File: config.mk
export PLATFORM = sky130hd
export DESIGN_NAME = drain_channel_rr
export DESIGN_NICKNAME = d
export VERILOG_FILES = /design/src/rtl/drain_channel_rr.sv
export SDC_FILE = /design/constraint.sdc
export NUM_CORES = 1
export LEC_CHECK = 0
export CAP_MARGIN = 20
export CORE_UTILIZATION = 55
export DETAILED_ROUTE_END_ITERATION = 6
export GPL_ROUTABILITY_DRIVEN = 1
export PLACE_DENSITY_LB_ADDON = 0.2
export SYNTH_ARGS = -nofsm -noshare
export SYNTH_HDL_FRONTEND = slang
export SYNTH_SLANG_ARGS = --single-unit
File: constraint.sdc
create_clock -name clk_i -period 12.8 [get_ports clk_i]
set_input_delay 2.56 -clock clk_i [delete_from_list [all_inputs] [get_ports clk_i]]
set_output_delay 2.56 -clock clk_i [all_outputs]
set_load 0.005 [all_outputs]
File: src/rtl/drain_channel_rr.sv
// Drain-chain node: round-robin arbitration between local PEs and the node below,
// feeding a small circular FIFO that drives the node above over valid/ready.
module drain_channel_rr #(
    parameter int NUM_PE     = 2,
    parameter int DATA_W     = 32,
    parameter int FIFO_DEPTH = 4
) (
    input  logic                             clk_i,
    input  logic                             rst_i,
    input  logic [NUM_PE-1:0]                pe_valid_i,
    input  logic [NUM_PE*DATA_W-1:0]         pe_data_i,
    output logic [NUM_PE-1:0]                pe_ready_o,
    input  logic                             down_valid_i,
    input  logic [DATA_W-1:0]                down_data_i,
    output logic                             down_ready_o,
    output logic                             up_valid_o,
    output logic [DATA_W-1:0]                up_data_o,
    input  logic                             up_ready_i,
    output logic [$clog2(FIFO_DEPTH+1)-1:0]  count_o
);

    localparam int unsigned NR = NUM_PE + 1;
    localparam int unsigned PW = $clog2(NR);
    localparam int unsigned AW = (FIFO_DEPTH > 1) ? $clog2(FIFO_DEPTH) : 1;
    localparam int unsigned CW = $clog2(FIFO_DEPTH + 1);

    logic [PW-1:0]     r_ptr;
    logic [AW-1:0]     r_wr;
    logic [AW-1:0]     r_rd;
    logic [CW-1:0]     r_count;
    logic [DATA_W-1:0] r_mem [FIFO_DEPTH];

    logic [NR-1:0]     w_req;
    logic [NR-1:0]     w_ready;
    logic              w_gnt_vld;
    logic [PW-1:0]     w_gnt;
    logic [DATA_W-1:0] w_gnt_data;
    logic              w_pop;
    logic              w_can_push;
    logic              w_push;

    function automatic logic [AW-1:0] f_next(input logic [AW-1:0] p);
        return (p == AW'(FIFO_DEPTH - 1)) ? '0 : p + AW'(1);
    endfunction

    // Requester NUM_PE (the top bit) is the chained node below.
    assign w_req = {down_valid_i, pe_valid_i};

    always_comb begin : arb
        int unsigned idx;
        w_gnt_vld = 1'b0;
        w_gnt     = '0;
        idx       = 0;
        for (int unsigned i = 0; i < NR; i++) begin
            idx = 32'(r_ptr) + i;
            if (idx >= NR) idx = idx - NR;
            if (!w_gnt_vld && w_req[idx[PW-1:0]]) begin
                w_gnt_vld = 1'b1;
                w_gnt     = idx[PW-1:0];
            end
        end
    end

    always_comb begin : gnt_mux
        w_gnt_data = down_data_i;
        for (int unsigned k = 0; k < NUM_PE; k++) begin
            if (32'(w_gnt) == k) w_gnt_data = pe_data_i[k*DATA_W +: DATA_W];
        end
    end

    assign w_pop      = up_valid_o && up_ready_i;
    assign w_can_push = (r_count < CW'(FIFO_DEPTH)) || w_pop;
    // Gating with rst_i keeps every ready low while reset is held.
    assign w_push     = rst_i && w_gnt_vld && w_can_push;

    always_comb begin : ready_dec
        w_ready = '0;
        if (w_push) w_ready[w_gnt] = 1'b1;
    end

    assign pe_ready_o   = w_ready[NUM_PE-1:0];
    assign down_ready_o = w_ready[NUM_PE];
    assign up_valid_o   = (r_count != '0);
    assign up_data_o    = r_mem[r_rd];
    assign count_o      = r_count;

    always_ff @(posedge clk_i) begin
        if (!rst_i) begin
            r_ptr   <= '0;
            r_wr    <= '0;
            r_rd    <= '0;
            r_count <= '0;
            for (int unsigned e = 0; e < FIFO_DEPTH; e++) r_mem[e] <= '0;
        end else begin
            if (w_push) begin
                r_mem[r_wr] <= w_gnt_data;
                r_wr        <= f_next(r_wr);
                r_ptr       <= (32'(w_gnt) == NUM_PE) ? '0 : w_gnt + PW'(1);
            end
            if (w_pop) r_rd <= f_next(r_rd);
            case ({w_push, w_pop})
                2'b10:   r_count <= r_count + CW'(1);
                2'b01:   r_count <= r_count - CW'(1);
                default: r_count <= r_count;
            endcase
        end
    end

endmodule

# Word-level counts from Yosys, hierarchy flattened
# Memory sizes are Yosys's and may differ from the RTL's. A register that Yosys moved wholly into a read port is not among the register bits.
# Index checks and enable logic that the tools add are counted.
# word_totals
ff_bits	9
latchBits	0
ramBits	128
rom_bits	0
in_bits	102
output_inout_bits	39
elab_cells	76
mem_count	1
# mem_list
name	depth	word_bits	read_ports	rd_clocked_by_memory_dff	write_ports	line_no	rtl
r_mem	4	32	1	1	4	31	logic [DATA_W-1:0] r_mem [FIFO_DEPTH];
# op_classes
n_addsub	10
mul	0
div	0
order_cmp	9
n_eq_ne	6
n_shift	0
mux	33
bitwise_logic	0
n_reduce_logical	13
# op_table
cell	count
32-bit 2-to-1 mux	3
32-bit OR reduction	1
2-bit 2-to-1 mux	12
2-bit by 3-bit < comparator with 1-bit output (second input constant)	4
1-bit 2-to-1 mux	12
2-bit == test (second input constant)	4
2-bit by 1-bit adder with 2-bit output (second input constant)	3
1-bit binary-select mux with 2-bit select	3
3-bit by 2-bit greater-or-equal comparator with 1-bit output (second input constant)	2
1-bit logical AND	6
3-bit one-hot mux with 2 select lines	1
2-bit subtractor (second input constant)	3
2-bit by 1-bit == test with 1-bit output (second input constant)	2
2-bit by 1-bit adder with 3-bit output (second input constant)	1
2-bit by 2-bit adder with 3-bit output (second input constant)	1
3-bit by 1-bit adder with 3-bit output (second input constant)	1
3-bit < comparator (second input constant)	1
3-bit 2-to-1 mux	1
3-bit nonzero test	1
3-bit by 1-bit subtractor with 3-bit output (second input constant)	1
1-bit demux with 2-bit select	1
2-bit by 1-bit greater-or-equal comparator with 1-bit output (second input constant)	1
2-bit greater-or-equal comparator (second input constant)	1
1-bit zero test	2
other kinds (3)	3

# Longest topological paths before layout
# Gate-level depths: netlist (run 1).
# depth
word_depth	18
mapped_depth	14
mapped_depth_nobuf	11

# Worst setup path after synthesis (run 1)
# No wires, ideal clock.
# synth_path
path_type	input -> register
from	input port pe_valid_i[1]
to	memory r_mem[3][0], enable pin
t_arrival_ps	5826
required_ps	12334
path_slack_ps	6509
stages	6
path_buffers	2
path_cell_list	nor2_1 > maj3_2 > a211o_1 > buf_6 > clkbuf_1 > o21ai_0
# synth_rtl
element	line_no	rtl
start: declaration	10	input logic [NUM_PE-1:0] pe_valid_i,
end: declaration	31	

# Worst setup path after layout (run 1)
# layout_path
from	input port pe_valid_i[0]
to	output port pe_ready_o[1]
# layout_between
elab_chain_cells	14
word_cells_on_any_way	24
classes_between	order compare: 2; mux: 15; reduce/logical: 7
# layout_lines
element	line_no	rtl
1-bit binary-select mux with 2-bit select	57	if (!w_gnt_vld && w_req[idx[PW-1:0]]) begin
1-bit 2-to-1 mux (not written as such)	57	
1-bit 2-to-1 mux	57	
1-bit zero test	57	
1-bit logical AND	57	
1-bit 2-to-1 mux	57	
1-bit zero test	57	
1-bit logical AND	57	
2-bit 2-to-1 mux	57	
2-bit by 3-bit < comparator with 1-bit output (not written as such) or 2-bit by 1-bit greater-or-equal comparator with 1-bit output (tied branches)	78	if (w_push) w_ready[w_gnt] = 1'b1;
1-bit logical AND (not written as such)	78	
1-bit 2-to-1 mux (not written as such)	78	
1-bit demux with 2-bit select	78	
3-bit 2-to-1 mux (*)	78	
end: declaration	12	output logic [NUM_PE-1:0] pe_ready_o,
# Mark *: on every way between the ends. The rest lies on a longest branch, timed or not. The select of a mux whose other input is x is not followed.

==> results of run 1 <==
==> per-stage QoR <==
step / setup slack, ns / hold slack (ns) / utilization / cells / cell area, um^2
floorplan: 6.51 / 0.467 / - / 548 / 7050
global placement: 4.62 / 0.480 / 0.694 / 810 / 8510
detailed placement: 4.51 / 0.510 / 0.694 / 810 / 8510
CTS: 4.47 / 0.524 / 0.739 / 842 / 9060
global route: 4.32 / 0.552 / 0.740 / 843 / 9080
finish: 4.46 / 0.533 / 0.740 / 843 / 9080
==> worst max path at each step <==
| stage | start | endpoint | slack, ns | cells after the start |
|---|---|---|---|---|
| finish | pe_valid_i[0] | pe_ready_o[1] | 4.46 | 6 |
| global route | pe_valid_i[0] | pe_ready_o[1] | 4.32 | 6 |
| CTS | pe_valid_i[0] | pe_ready_o[1] | 4.47 | 6 |
| detailed placement | pe_valid_i[0] | pe_ready_o[1] | 4.51 | 6 |
| global placement | pe_valid_i[0] | pe_ready_o[1] | 4.62 | 6 |
| floorplan | pe_valid_i[1] | r_mem[3][0] | 6.51 | 6 |
==> metal layers <==
layer,GRT usage,wire [um],vias up
met5,0,0,-
met4,0.0944,181,0
met3,0.0654,1360,17
met2,0.466,8760,253
met1,0.334,6550,2476
li1,-,-,2265
==> Yosys cell counts (all sizes together) <==
cell | n | area, um^2
xor2 | 1 | 8.76
nand3 | 2 | 10.0
a21boi | 35 | 263
clkbuf | 28 | 106
nand2 | 9 | 33.8
nor2b | 2 | 12.5
a211oi | 1 | 7.51
a21oi | 6 | 30.0
buf | 24 | 165
nand3b | 32 | 240
edfxtp | 128 | 3840
a21o | 1 | 7.51
o221ai | 1 | 8.76
nand2b | 1 | 6.26
or2 | 1 | 6.26
dfxtp | 11 | 220
a211o | 1 | 8.76
ha | 5 | 62.6
nor4b | 1 | 8.76
nor2 | 130 | 563
nor3 | 1 | 5.00
or3 | 4 | 25.0
maj3 | 1 | 11.3
and2 | 3 | 18.8
a31oi | 1 | 6.26
nor3b | 2 | 15.0
a31o | 2 | 17.5
inv | 9 | 33.8
o31ai | 33 | 318
xnor2 | 1 | 8.76
o21ai | 4 | 20.0
or3b | 2 | 17.5
mux4 | 32 | 721
fa | 1 | 20.0
and3 | 32 | 200
==> critical path, stage by stage <==
cell and delay (ns):
clkdlybuf4s50_1 0.45, nand2b_1 0.27, a21oi_4 0.79, and2_2 0.84, nor2b_1 0.28, clkdlybuf4s50_1 0.54
==> cell families (layout without fill, tap and decap cells) <==
logic type / Yosys count / count (layout) / synth area share
simple gates: 222 / 222 / 0.165
flops: 139 / 139 / 0.576
compound gates: 85 / 85 / 0.0974
buf+inv: 61 / 188 / 0.0433
mux: 32 / 32 / 0.102
fa+ha+maj: 7 / 7 / 0.0133
xor+xnor: 2 / 2 / 0.00248
==> area by class of cell <==
type	count	area, um^2	share of cell area
clock buffer	17	425	0.0469
clock inverter	15	125	0.0138
inverter	9	33.8	0.00372
multi-input combinational	348	2750	0.303
sequential	139	4070	0.448
tap	168	210	0.0232
timing repair buffer	147	1470	0.162
==> power breakdown <==
group	total, mW	switching [mW]	internal (mW)
combinational	0.873	0.487	0.386
sequential	0.709	0.0435	0.666
clock	0.456	0.191	0.266
==> placed cells by master, fill, tap and decap left out, types with 6 or more instances in the layout <==
cell             instances
clkdlybuf4s50_1        140
buf_4                    6
nor2_2                  30
a21boi_0                26
nor2_1                 100
dfxtp_1                  9
nand2_1                  6
inv_1                    9
nand3b_1                32
o31ai_2                 14
a21boi_1                 8
and3_1                  32
o31ai_1                 19
edfxtp_1               128
clkbuf_16               17
clkinvlp_4               6
mux4_2                  32
==> flip-flops by register name (all words and copies together) (netlist names), named ones only <==
signal	cells
r_ptr	2
r_rd	2
r_wr	2
r_mem	128
count_o	3
==> metrics.cfg, run 1 <==
[route]
vias=5011
ant_nets=0
wirelength_um=16900
wl_per_cell_um=20.0
drc=0
viasPerCell=5.94
drtIter0Drc=363
dr.pass1.iters=5

[timing]
skew_ns=0.00704
max_slew_margin=0.340
finalSetupViolations=0
tns_ns=0
max_freq_ghz=0.120
fin_crit_ns=8.34
timing_hold_violations_final=0
rsz0062_at_grt=false
min_period_over_period=0.652
worstMarginPinSlew_ns=0.988
drv_slew=0

[setup_path]
crit_arrival_ns=5.78
worstPathRequired_ns=10.24
crit-reg2reg-capture=count_o[2]
start_kind=input port
cp_max_fo=33
cp-end-kind=output pin
r2r-start=r_ptr[0]
r2r_cells=11
r2r_setup_slack_ns=9.15
critical_path_class=input port to output pin

[floorplan]
die-height_um=115
ios=141
dieWidth_um=115
die-area_um2=13300
num_rows=40
coreArea_um2=12300
initial_core_util=0.575

[power_and_ir_drop]
power_density_nw_per_um2=225
ir_worst_vdd_v=0.000228
p_leak_nw=3.27
power_mw=2.04

[clock_tree]
clk_pin_slew_ns=0.06
post_cts_buffers=0
cts_buffers=17
cts_buffer_depth=2
cts_resized=0
cts_root_buffer=clkbuf_16
cts-htree-levels=4
hold_buffers=0
clk_latency_ns=0.41
cts_tree=yes
clock-sinks=139

[synth]
synth-seq-cells=139
syn-num-nets=656
yosysWarnings=0
syn-mean-instance-area_um2=12.9
yosysUniqueCellTypes=41
syn_inst=548
ys_seq_area_frac=0.576
synth_area_um2=7050

[job]
cap_violations=0

[finish]
layout.nets=770
fillers=814
drive_gt1_frac=0.190
layout-area-overhead-vs-synth_pct=28.8
antenna_cells=0

[outcome]
status=completed

[place]
io_buffer_count=140
hpwl_um=10100
gp_congestion=0.753

[worst_hold_path]
min_path_cells=1
hold_class=register to register
hp-start=r_ptr[0]
worstHoldEndpoint=r_ptr[0]

[grt]
overflow=0
grtUsageTotal=0.270
antenna_found_initial=0
grt_max_degree=66
grt_pass1_vias=5094
grt_first_pass_wirelength_um=26000

Note: power is estimated with default switching activity, not from simulation.
==> inputs of run 2 (changes only) <==
Settings changed: CORE_UTILIZATION 55 to 47.
Clock period 12.8 ns to 6.7 ns, I/O delays scaled along.
==> run 2 against run 1 <==
Global-route usage down 4.6 points. Worst setup slack worse by 3.1 ns. Core utilization down 11 points. Clock power up 110%. Register-to-register slack worse by 6.2 ns. Clock skew about the same. Sequential power up 92%. Die area up 17%. Critical endpoint is now pe_ready_o[0]. Largest cell class unchanged.
==> metrics.cfg, run 2 (synthesized netlist as in run 1, its figures left out) <==
[floorplan]
die-area_um2=15500  ; was 13300 um^2
dieWidth_um=124  ; was 115 um
die-height_um=124  ; was 115 um
ios=141  ; unchanged
coreArea_um2=14600  ; was 12300 um^2
num_rows=44  ; was 40
initial_core_util=0.483  ; was 0.575

[setup_path]
critical_path_class=input port to output pin  ; unchanged
critPathMaxStageDelay_ns=0.84  ; about the same
r2r_cells=6  ; was 11
path_delay_family=buffers and inverters  ; was simple AND/OR/NAND/NOR gates
cp-end-kind=output pin  ; unchanged
crit_path_frequent_cell=clkdlybuf4s50_1  ; unchanged
r2r_setup_slack_ns=2.94  ; was 9.15 ns
crit_arrival_ns=3.97  ; was 5.78 ns
slowest_stage=clkdlybuf4s50_1  ; was and2_2
path_buf_inv=2  ; unchanged
worstPathRequired_ns=5.36  ; was 10.24 ns
cp_cell_sequence=clkdlybuf4s50_1 -> o221ai_1 -> a211o_2 -> a21oi_1 -> clkdlybuf4s50_1  ; was clkdlybuf4s50_1 -> nand2b_1 -> a21oi_4 -> and2_2 -> nor2b_1 -> clkdlybuf4s50_1
worst-path-stages=5  ; was 6
cp_max_fo=46  ; was 33
start_kind=input port  ; unchanged

[power_and_ir_drop]
sw_frac_of_total=0.344  ; was 0.354
power_mw=4.01  ; was 2.04 mW
switchingPower_mw=1.38  ; was 0.721 mW
p_int_mw=2.63  ; was 1.32 mW
p_leak_nw=3.34  ; was 3.27 nW
power_density_nw_per_um2=436  ; was 225 nW/um^2
p_seq_frac=0.338  ; was 0.348
power_frac_clock=0.238  ; was 0.224
ir_worst_vdd_v=0.000348  ; was 0.000228 V
power_frac_comb=0.424  ; was 0.428

[finish]
layout.nets=773  ; was 770
largest_reg_flops=128  ; unchanged
layout-area-overhead-vs-synth_pct=30.4  ; was 28.8%
drive_gt1_frac=0.195  ; was 0.190
layout_common_cells=clkdlybuf4s50_1 (140), edfxtp_1 (128), nor2_1 (100)  ; unchanged
fillers=1112  ; was 814
max_flop_register=r_mem  ; unchanged
layout_commonest_cell=clkdlybuf4s50_1  ; unchanged
multi_input_area_um2=2750  ; unchanged
antenna_cells=0  ; unchanged
final_cells=861  ; was 843
final-seq-area_um2=4070  ; unchanged

[grt]
grt_pass1_vias=5060  ; was 5094
overflow=0  ; unchanged
antenna_found_initial=1  ; was 0
grt_first_pass_wirelength_um=26400  ; was 26000 um
grtUsageTotal=0.224  ; was 0.270
grt_max_degree=66  ; unchanged

[clock_tree]
cts_root_buffer=clkbuf_16  ; unchanged
cts_buffer_depth=2  ; unchanged
cts-htree-levels=4  ; unchanged
hold_buffers=0  ; unchanged
post_cts_buffers=0  ; unchanged
clock-sinks=139  ; unchanged
clk_latency_ns=0.41  ; about the same
cts_resized=0  ; unchanged
cts_buffers=17  ; unchanged
clk_pin_slew_ns=0.06  ; about the same
cts_tree=yes  ; unchanged

[route]
wl_per_cell_um=19.5  ; was 20.0 um
ant_nets=0  ; unchanged
vias=4886  ; was 5011
wirelength_um=16800  ; was 16900 um
drtIter0Drc=362  ; was 363
viasPerCell=5.67  ; was 5.94
drc=0  ; unchanged
dr.pass1.iters=5  ; unchanged

[timing]
finalWorstSetupSlack_ns=1.39  ; was 4.46 ns
drv_slew=0  ; unchanged
worstMarginPinSlew_ns=0.938  ; was 0.988 ns
finalSetupViolations=0  ; unchanged
max_slew_margin=0.374  ; was 0.340
timing_hold_violations_final=0  ; unchanged
max_freq_ghz=0.188
fin_crit_ns=5.31
skew_ns=0.00728  ; was 0.00704 ns
min_period_over_period=0.792
tns_ns=0  ; unchanged
rsz0062_at_grt=false  ; unchanged

[outcome]
status=completed  ; unchanged

[worst_hold_path]
min_path_cells=2  ; was 1
hold_class=register to register  ; unchanged

[place]
io_buffer_count=140  ; unchanged
hpwl_um=10300  ; was 10100 um
gp_congestion=0.743  ; was 0.753
post-place-cells=829  ; was 810
place_ws_ns=1.26  ; was 4.51 ns

[job]
cap_violations=0  ; unchanged

## run 2: layout make-up
type	instances	area share
tap	184	0.0250
multi-input combinational	348	0.299
clock inverter	14	0.0193
timing repair buffer	150	0.164
clock buffer	17	0.0463
sequential	139	0.442
inverter	9	0.00367
## run 2: worst paths after layout
| check | from | to |
|---|---|---|
| worst max-delay path | rst_i | pe_ready_o[0] |
| worst min-delay path | r_rd[1] | register |
| worst max register to register | r_ptr[0] | r_mem[1][14] |
| worst min register to register | r_rd[1] | register |
## run 2: worst reg2reg max path, cell delays in order (launching register included)
cell and delay (ns):
dfxtp_1 0.37, inv_1 0.06, ha_1 0.41, maj3_2 0.34
a211o_2 0.69, or3b_2 0.81, nand2_2 0.69
## run 2: routing by layer
layer  global-route usage  share of wire  vias to the layer above
met3               0.0395          0.050                       19
li1                     -              -                     2268
met4               0.0716          0.014                        0
met5                    0              0                        -
met1                0.282           0.42                     2437
met2                0.391           0.51                      162
## run 2: power by group through the flow
stage	logic (mW)	registers, mW	clock network, mW
6_report	1.70	1.36	0.954
4_1_cts	1.71	1.36	0.963
5_1_grt	1.84	1.38	0.999
3_5_place_dp	1.70	1.37	0
3_3_place_gp	1.66	1.36	0
2_1_floorplan	1.09	1.33	0
## run 2: stage by stage
step	cell area [um^2]	util	hold WS, ns
final	9190	0.630	0.491
after global placement	8540	0.586	0.471
after CTS	9170	0.629	0.497
after floorplan	7050	-	0.467
after detailed placement	8570	0.587	0.489
after global routing	9190	0.630	0.550
==> edit (config.mk and constraints of run 2) <==
The parameter `NUM_PE` goes from 2 to 1.
--- a/src/rtl/drain_channel_rr.sv
+++ b/src/rtl/drain_channel_rr.sv
@@ -1,7 +1,7 @@
 // Drain-chain node: round-robin arbitration between local PEs and the node below,
 // feeding a small circular FIFO that drives the node above over valid/ready.
 module drain_channel_rr #(
-    parameter int NUM_PE     = 2,
+    parameter int NUM_PE     = 1,
     parameter int DATA_W     = 32,
     parameter int FIFO_DEPTH = 4
 ) (
Interface: changed (resized pe_data_i, pe_ready_o and pe_valid_i); port bits go from 141 to 107. No check against the original RTL was run, so the function may have changed too.
==> edit against run 2 <==
Die area is 7.5% lower. Synthesized cell count fell by 11%. Routed wire length shrank 6.1%. Area after synthesis is 7.6% lower. Setup slack improved by 0.46 ns. Count of clock-buffer cells in the layout rose by 3. Register-to-register slack better by 0.23 ns. Sequential cell count down 1. Final area fell by 9.3%. Cell count is 11% lower.
Power is not compared: it rests on default switching activity, and its combinational part moved more than twofold at a synthesized area within 25%.
==> edit: results (changes against run 2) <==
| Metric | Value |
|---|---|
| Ranking of synthesized cells by area | `edfxtp_1, mux4_2, a21oi_1` |
| Tightest hold margin | `0.528 ns (+0.0373 ns)` |
| Worst slew margin | `23.8% (-14 points)` |
| R2r startpoint | `count_o[2]` |
| Critical Path Start | `pe_valid_i` |
| All-layer global routing usage | `23.8% (+1.4 points)` |
| Wirelength per Cell | `20.7 um (+6.1%)` |
| Part of the Yosys area used for sequential elements | `62.1% (+4.5 points)` |
| Met3 wire length | `1050 um (+25%)` |
| Mapped Avg Cell Area | `13.4 um2 (+3.9%)` |
| Syn nets | `560 (-15%)` |
| Outcome | `complete, no violations` |
| Layout fillers | `1009 (-9.3%)` |
| RR Endpoint | `r_mem[1][11]` |
| Largest net degree at the start of global routing | `50 (-24%)` |
| GRT met3 Usage | `4.71% (+0.75 points)` |
| Grt met1 use | `31.2% (+3.1 points)` |
| Via-to-Cell Ratio | `6.00 (+5.7%)` |
| Share of layout cells above drive strength 1 | `14.0% (-5.5 points)` |
| Fmax | `206 MHz (+9.5%)` |
| CP max FO | `33 (-28%)` |
| First-pass GRT wire length | `25300 um (-4.2%)` |
| Reg2Reg Depth | `4 (-2)` |
| Gpl congestion | `0.781 (+5.2%)` |
| Most frequent cells after synthesis | `edfxtp_1, a21oi_1, nand4_1` |
| M2 GR Usage | `39.5% (+0.39 points)` |
| Clock skew | `0.0121 ns (+0.00481 ns)` |
| Initial DRC Count | `444 (+23%)` |
| IO Port Bufs | `106 (-24%)` |
| Post-detail-place hpwl | `9300 um (-9.9%)` |
-- edit: cell type report --
type                       instances  area share (%)
inverter                           5           0.225
sequential                       138            48.5
clock buffer                      20            5.36
timing repair buffer             111            13.1
multi-input combinational        300            27.8
tap                              176            2.64
clock inverter                    12            2.37
-- edit: power breakdown --
group          switching (W)  internal, W
Clock               0.000350     0.000669
Sequential         0.0000749      0.00109
Combinational       0.000336     0.000373
-- edit: kinds of logic after synthesis --
logic type      Yosys count  share of synthesized area [%]
flops                   138                           62.1
buf+inv                  49                           3.50
simple gates            151                           12.9
fa+ha+maj                 4                          0.884
mux                      34                           11.4
xor+xnor                  2                          0.269
compound gates          109                           8.97
-- edit: worst max-delay path, delay by kind of cell --
family / cells / cell delay (ns)
buffers and inverters: 2 / 1.17
AND/OR/NAND/NOR: 2 / 0.99
